[config.mk]
export PLATFORM = sky130hd
export DESIGN_NAME = uart_transmitter
export DESIGN_NICKNAME = d
export VERILOG_FILES = /design/src/rtl/uart_pkg.sv /design/src/rtl/uart_tx_shift_register.sv /design/src/rtl/uart_transmitter.sv
export SDC_FILE = /design/constraint.sdc
export NUM_CORES = 1
export LEC_CHECK = 0
export CAP_MARGIN = 20
export CORE_MARGIN = 1
export CORE_UTILIZATION = 51
export CTS_CLUSTER_DIAMETER = 100
export DETAILED_ROUTE_END_ITERATION = 16
export PLACE_DENSITY = 0.78
export SLEW_MARGIN = 0
export SYNTH_ARGS = -nofsm -noshare
export SYNTH_HDL_FRONTEND = slang
export SYNTH_SLANG_ARGS = --single-unit
[constraint.sdc]
create_clock -name clk -period 2 [get_ports clk]
set_input_delay 0.2 -clock clk [delete_from_list [all_inputs] [get_ports clk]]
set_output_delay 0.2 -clock clk [all_outputs]
set_load 0.05 [all_outputs]
[src/rtl/uart_pkg.sv]
// Shared UART definitions used by the transmitter (and the matching receiver).
// Contents:
//   tx_state_e     - transmit FSM states
//   OVERSAMPLE_DEF - default tick_i pulses per bit period
//   DBITS_5..8     - data_bit_num encodings
//   data_width()   - maps a 2-bit data_bit_num code to a bit count (5..8)
//   PARITY_ODD/EVEN- parity_type encodings
package uart_pkg;

  typedef enum logic [2:0] {
    TX_IDLE   = 3'd0,
    TX_START  = 3'd1,
    TX_DATA   = 3'd2,
    TX_PARITY = 3'd3,
    TX_STOP   = 3'd4
  } tx_state_e;

  localparam int OVERSAMPLE_DEF = 16;

  localparam logic [1:0] DBITS_5 = 2'b00;
  localparam logic [1:0] DBITS_6 = 2'b01;
  localparam logic [1:0] DBITS_7 = 2'b10;
  localparam logic [1:0] DBITS_8 = 2'b11;

  localparam logic PARITY_ODD  = 1'b0;
  localparam logic PARITY_EVEN = 1'b1;

  // 00 -> 5 ... 11 -> 8 data bits.
  function automatic logic [3:0] data_width(input logic [1:0] code);
    return 4'd5 + {2'b00, code};
  endfunction

endpackage

[src/rtl/uart_tx_shift_register.sv]
// 8-bit parallel-in / serial-out shift register for the UART transmitter.
// Ports:
//   clk, reset   - clock, synchronous active-high reset
//   load_en_i    - load data_i (has priority over shift)
//   shift_en_i   - shift right by one, zero filling from the top
//   data_i [7:0] - parallel load value
//   ser_o        - current serial bit (bit 0)
module uart_tx_shift_register
  import uart_pkg::*;
(
  input  logic       clk,
  input  logic       reset,
  input  logic       load_en_i,
  input  logic       shift_en_i,
  input  logic [7:0] data_i,
  output logic       ser_o
);

  logic [7:0] data_q;

  always_ff @(posedge clk) begin
    if (reset) begin
      data_q <= '0;
    end else if (load_en_i) begin
      data_q <= data_i;
    end else if (shift_en_i) begin
      data_q <= {1'b0, data_q[7:1]};
    end
  end

  assign ser_o = data_q[0];

endmodule

[src/rtl/uart_transmitter.sv]
// UART transmit engine: accepts one character per valid/ready handshake and
// sends it LSB-first as start bit, 5-8 data bits, optional parity, 1-2 stop
// bits. Each bit lasts OVERSAMPLE pulses of tick_i.
// Ports:
//   clk, reset      - clock, synchronous active-high reset
//   tick_i          - baud oversample strobe (one clk wide)
//   tx_en_i         - transmitter enable
//   cts_ni          - clear-to-send, active low
//   data_bit_num_i  - 00=5 .. 11=8 data bits
//   parity_en_i     - parity bit present
//   parity_type_i   - 0=odd, 1=even
//   stop_bit_num_i  - 0=one, 1=two stop bits
//   data_i          - character (bits above selected width ignored)
//   data_i_valid    - data_i valid
//   ready_o         - can accept a character
//   tx_o            - serial line, idle high
//   busy_o          - frame in progress
//   tx_done_o       - one-clk pulse in the first idle cycle after a frame
//   state_o         - current FSM state (debug visibility)
//
// Handshake: a character is transferred on a rising clk edge where both
// data_i_valid and ready_o are high. ready_o only depends on state, tx_en_i,
// cts_ni and reset, never on data_i_valid. Once accepted, the frame always
// completes (unless reset); tx_en_i/cts_ni only gate new accepts.
module uart_transmitter
  import uart_pkg::*;
#(
  parameter int OVERSAMPLE = OVERSAMPLE_DEF
) (
  input  logic       clk,
  input  logic       reset,
  input  logic       tick_i,
  input  logic       tx_en_i,
  input  logic       cts_ni,
  input  logic [1:0] data_bit_num_i,
  input  logic       parity_en_i,
  input  logic       parity_type_i,
  input  logic       stop_bit_num_i,
  input  logic [7:0] data_i,
  input  logic       data_i_valid,
  output logic       ready_o,
  output logic       tx_o,
  output logic       busy_o,
  output logic       tx_done_o,
  output tx_state_e  state_o
);

  localparam logic [3:0] TICK_LAST = 4'(OVERSAMPLE - 1);

  tx_state_e  state_q, state_d;
  logic [3:0] tick_cnt_q, tick_cnt_d;
  logic [2:0] bit_cnt_q, bit_cnt_d;
  logic [2:0] last_bit_q, last_bit_d;
  logic       par_en_q;
  logic       stop2_q;
  logic       parity_bit_q, parity_bit_d;
  logic       done_q, done_d;

  logic       accept;
  logic       bit_end;
  logic       load_en;
  logic       shift_en;
  logic       ser_bit;
  logic [7:0] data_mask;

  uart_tx_shift_register u_shift (
    .clk        (clk),
    .reset      (reset),
    .load_en_i  (load_en),
    .shift_en_i (shift_en),
    .data_i     (data_i),
    .ser_o      (ser_bit)
  );

  // Gated by reset so ready_o stays low for as long as reset is held.
  assign ready_o = ~reset & tx_en_i & ~cts_ni & (state_q == TX_IDLE);
  assign accept  = data_i_valid & ready_o;
  assign bit_end = tick_i & (tick_cnt_q == TICK_LAST);

  // Parity is computed from the character at accept time, so the shift
  // register does not need to retain the original data.
  assign data_mask    = 8'hFF >> (2'd3 - data_bit_num_i);
  assign parity_bit_d = (^(data_i & data_mask)) ^ ~parity_type_i;
  assign last_bit_d   = 3'(data_width(data_bit_num_i) - 4'd1);

  always_comb begin
    state_d    = state_q;
    tick_cnt_d = tick_cnt_q;
    bit_cnt_d  = bit_cnt_q;
    load_en    = 1'b0;
    shift_en   = 1'b0;
    done_d     = 1'b0;
    tx_o       = 1'b1;

    if (tick_i) begin
      tick_cnt_d = bit_end ? 4'd0 : tick_cnt_q + 4'd1;
    end

    case (state_q)
      TX_IDLE: begin
        // A tick in the accept cycle is not counted toward the start bit.
        tick_cnt_d = 4'd0;
        if (accept) begin
          load_en   = 1'b1;
          bit_cnt_d = 3'd0;
          state_d   = TX_START;
        end
      end
      TX_START: begin
        tx_o = 1'b0;
        if (bit_end) state_d = TX_DATA;
      end
      TX_DATA: begin
        tx_o = ser_bit;
        if (bit_end) begin
          shift_en = 1'b1;
          if (bit_cnt_q == last_bit_q) begin
            bit_cnt_d = 3'd0;
            state_d   = par_en_q ? TX_PARITY : TX_STOP;
          end else begin
            bit_cnt_d = bit_cnt_q + 3'd1;
          end
        end
      end
      TX_PARITY: begin
        tx_o = parity_bit_q;
        if (bit_end) state_d = TX_STOP;
      end
      TX_STOP: begin
        tx_o = 1'b1;
        // bit_cnt reused to count stop bits.
        if (bit_end) begin
          if (stop2_q && (bit_cnt_q == 3'd0)) begin
            bit_cnt_d = 3'd1;
          end else begin
            bit_cnt_d = 3'd0;
            done_d    = 1'b1;
            state_d   = TX_IDLE;
          end
        end
      end
      default: begin
        state_d = TX_IDLE;
      end
    endcase
  end

  always_ff @(posedge clk) begin
    if (reset) begin
      state_q      <= TX_IDLE;
      tick_cnt_q   <= '0;
      bit_cnt_q    <= '0;
      last_bit_q   <= '0;
      par_en_q     <= 1'b0;
      stop2_q      <= 1'b0;
      parity_bit_q <= 1'b0;
      done_q       <= 1'b0;
    end else begin
      state_q    <= state_d;
      tick_cnt_q <= tick_cnt_d;
      bit_cnt_q  <= bit_cnt_d;
      done_q     <= done_d;
      if (load_en) begin
        last_bit_q   <= last_bit_d;
        par_en_q     <= parity_en_i;
        stop2_q      <= stop_bit_num_i;
        parity_bit_q <= parity_bit_d;
      end
    end
  end

  assign busy_o    = (state_q != TX_IDLE);
  assign tx_done_o = done_q;
  assign state_o   = state_q;

endmodule

# Word-level counts from Yosys, hierarchy flattened

Index checks and enable logic that the tools add are counted.

Add/sub/neg operators: 5
Equal/unequal tests: 13
Shift-type cells: 1
Muxes and demuxes: 24
Bitwise logic cells: 12
Reduce and logical (&&, ||, !) cells: 11

Operators by type and width:

| operator                                          | number |
|---|---|
| 2-to-1 mux 3 bit                                  | 12 |
| 2-to-1 mux 8 bit                                  | 2 |
| one-hot mux 3 bit (5 select lines)                | 1 |
| != test 2 bit (second input constant)             | 7 |
| one-hot mux 3 bit (3 select lines)                | 1 |
| bitwise AND 8 bit                                 | 1 |
| parity 8 bit                                      | 1 |
| right shift 8 x 2 -> 8 bit (first input constant) | 1 |
| AND reduction 7 bit                               | 1 |
| == test 3 x 2 -> 1 bit (second input constant)    | 2 |
| zero test 3 bit                                   | 2 |
| 2-to-1 mux 1 bit                                  | 6 |
| nonzero test 3 bit                                | 2 |
| bitwise AND 1 bit                                 | 5 |
| inverter 1 bit                                    | 5 |
| adder 4 x 1 -> 4 bit (second input constant)      | 1 |
| == test 4 bit (second input constant)             | 1 |
| 2-to-1 mux 4 bit                                  | 1 |
| AND reduction 4 bit                               | 1 |
| adder 3 x 1 -> 3 bit (second input constant)      | 1 |
| adder 3 x 2 -> 3 bit (first input constant)       | 1 |
| == test 3 x 1 -> 1 bit (second input constant)    | 1 |
| == test 3 bit                                     | 1 |
| == test 3 bit (second input constant)             | 1 |
| other kinds (8)                                   | 8 |

Bits in registers: 25
Output and inout port bits: 7

# Longest topological paths before layout

Gate-level depths: netlist of the first run.

Depth in word-level cells: 8
Gate-level depth with buffers: 7

# Cells and area by module

A second synthesis of the first run with hierarchy kept.

Cell total of the unflattened synthesis: 158
Area, all modules: 1,407.6 sq um

Modules (own cells, without submodules):

| module                 | instances | cells each | area an instance (sq um) | sequential area each (sq um) |
|---|---|---|---|---|
| uart_transmitter       | 1         | 123        | 1,038.5                  | 340.3 |
| uart_tx_shift_register | 1         | 35         | 369.1                    | 160.2 |

# Least setup slack after synthesis of the first run

No wires, ideal clock.

Path kind: flip-flop to output port
From: register state_q[0] (netlist: state_o[0])
To: output ready_o
Data arrival time: 2.727 ns
Required time: 1.800 ns
Path slack: -0.927 ns
Stages on the path, launching flop included: 5
Buffers on the path: 1
Cell sequence: dfxtp_1 buf_6 nor3_4 inv_2 nor4b_1

Word-level cells in the longest chain between the ends: 2

Ends and longest elaborated chain:

| what                   | line                    | RTL |
|---|---|---|
| start, declared        | uart_transmitter.sv:50  | `tx_state_e state_q, state_d;` |
| start signal, assigned | uart_transmitter.sv:159 | `state_q <= state_d;` |
| zero test 3 bit        | uart_transmitter.sv:76  | `assign ready_o = ~reset & tx_en_i & ~cts_ni & (state_q == TX_IDLE);` |
| bitwise AND 1 bit      | uart_transmitter.sv:76  |  |
| end, declared          | uart_transmitter.sv:41  | `output logic ready_o,` |

Every way passes these cells.

# Worst setup path after layout of the first run

From: register state_q[2] (netlist: state_o[2])
To: output state_o[2]

RTL lines:

| what          | line                   | RTL |
|---|---|---|
| end, declared | uart_transmitter.sv:45 | `output tx_state_e state_o` |

No word-level cell between the ends.

==> results of run 1 <==
-- synthesized netlist by cell type (all sizes together) (3+ instances only) --
master / n / area [um2]
clkbuf: 3 / 11.3
nor2: 18 / 67.6
o21ai: 4 / 20.0
mux2i: 9 / 90.1
buf: 3 / 21.3
ha: 3 / 37.5
nand3b: 3 / 22.5
dfxtp: 25 / 500
inv: 6 / 22.5
nand3: 4 / 32.5
nand2: 18 / 67.6
a21oi: 15 / 78.8
a211oi: 9 / 67.6
xnor2: 9 / 78.8
nand2b: 4 / 25.0
-- cells by family (layout without fill, tap and decap cells) --
group | after synthesis | after routing | synth area share
mux | 10 | 10 | 0.0742
fa+ha+maj | 3 | 3 | 0.0275
buf+inv | 12 | 39 | 0.0403
compound gates | 38 | 38 | 0.192
flops | 25 | 25 | 0.366
xor+xnor | 11 | 11 | 0.0705
simple gates | 58 | 58 | 0.229
-- power by group --
part	internal, mW	switching, mW	leakage, nW	total, mW
Combinational	0.220	0.321	0.441	0.541
Clock	0.0780	0.146	0.0150	0.224
Sequential	0.531	0.0560	0.202	0.587
Total	0.829	0.523	0.658	1.35
-- area by class of cell --
type | count | area share
multi-input combinational | 120 | 0.486
sequential | 25 | 0.295
timing repair buffer | 29 | 0.168
tap | 30 | 0.0221
clock buffer | 4 | 0.0155
inverter | 6 | 0.0133
-- path summary, 6_finish.rpt --
| check | to | start | depth (start not counted) | slack [ns] |
|---|---|---|---|---|
| max | state_o[2] | state_o[2] | 1 | 0.10 |
| min | stop2_q | stop_bit_num_i | 3 | 0.43 |
| min reg2reg | u_shift.data_q[7] | u_shift.data_q[7] | 2 | 0.48 |
| max reg2reg | state_o[2] | tick_cnt_q[0] | 6 | 0.21 |
-- placed cells by master, fill, tap and decap left out, drive strengths merged, types with 2 or more instances in the layout --
master / n
o21ai: 4
xnor2: 9
a211oi: 9
xor2: 2
buf: 8
dfxtp: 25
nand4: 2
nor3: 2
nor2: 18
nand2: 18
nand3b: 3
a21oi: 15
o211ai: 2
nand3: 4
clkbuf: 4
clkdlybuf4s50: 20
ha: 3
nand2b: 4
mux2i: 9
inv: 6
-- registers in the layout, summed over array words and instances, names as in the netlist --
name	flops
state_o	3
parity_bit_q	1
tx_done_o	1
u_shift.data_q	8
bit_cnt_q	3
last_bit_q	3
par_en_q	1
tick_cnt_q	4
stop2_q	1
-- routing by layer --
metal / wire length [um] / global-route usage / vias to the layer above
li1: - / - / 616
met1: 1300 / 0.284 / 579
met2: 1500 / 0.422 / 24
met3: 96 / 0.0650 / 2
met4: 10 / 0.0439 / 0
met5: 0 / 0 / -
==> run metrics, run 1 <==
initial antenna violation count=0; Worst Path Arrival=1.70 ns; worst hold path class=input pin to flop; final core utilization=0.679; Clock Pin Slew Worst Setup and Hold Paths=0.14 ns; sequential fraction of the synthesis area=0.366; GP Congestion=0.795; Syn Area/Cell=8.70 um2; I/O Pins=26; leak pwr=0.658 nW; htree depth=1; initial drt markers=22; clk_skew=0.0131 ns; Detailed Place HPWL=2270 um; Top FF cell, synth=dfxtp_1; Design Area, Final=1700 um2; vias per cell=5.71; area of the core=2500 um2; Crit Path Max Fanout=7; Antenna Nets Post-Route=0; #FFs+latches synth=25; fin. max-slew vios=0; PortBufs=25; vias=1221; cts repair resizes=0; Post CTS Setup Buffer Count=0; vias in the first global route=1163; largest net degree at the start of global routing=24; crit path launch type=flop; 1st-pass router iterations=4; Total GRT Usage=0.237; synth unique cells=41; endpoints failing setup=0; post-DR wirelength/cell=13.6 um; Sequential Area=500 um2; cell count after synthesis=157; Synth Net Count=179; RSZ-0062 raised after global routing=false; pwr dens=796 nW/um2; Clock Latency Late Sink=0.32 ns; Inst Count DP=210; clk buf depth=2; sequence of cells on the critical path=clkdlybuf4s50_1; Die Y-Extent=53.8 um; cell area after synthesis=1370 um2; die area=2890 um2; peak supply drop=0.830 mV; max-cap viol count=0; Final Non-Filler Cells=214; slowest cell on the critical path=clkdlybuf4s50_1; CTS Buf Count=3; Async S/R FF share, synth=0; CP Class=flop to output port; Slew HR=0.657; die span in x=53.8 um; Pwr Total=1.35 mW; Post-Place Setup Slack=0.144 ns; gr ovfl total=0; Fill cells=206; crit path buf inv count=1; CTS tree=yes; # rows=18; Multi-input gate area=826 um2; root cell of the clock tree=clkbuf_4; DRC Markers=0; Syn-to-layout area delta=24.3%; fraction of layout cells with a size suffix above 1=0.109; status=completed; worst hold margin=0.430 ns; Final Hold Viols=0; Final min period=1.90 ns; clock sinks=25; Final nets=207; cts hold-fix bufs=0; final wirelength=2910 um; first-pass GRT wire length=4970 um; setup TNS=0 ns; WP data required=1.80 ns; number of synthesized flops with an enable pin=0; critical path's largest stage delay=0.86 ns; Initial Util=0.547; Top Family by Delay on Critical Path=buffers and inverters; placed inst area=1670 um2; Final WS setup=0.105 ns; ANT cells=0; fmax=0.528 GHz; synth warn=0; final worst path period share=0.948; Worst Tran Pin Value=0.514 ns; CP Capture Type=output port
Note: power is estimated with default switching activity, not from simulation.
==> run 2: changes to the inputs <==
Settings changed: ABC_AREA set to 0.
==> results of run 2 <==
The final DEF is identical to that of run 1; final timing and power are the same.
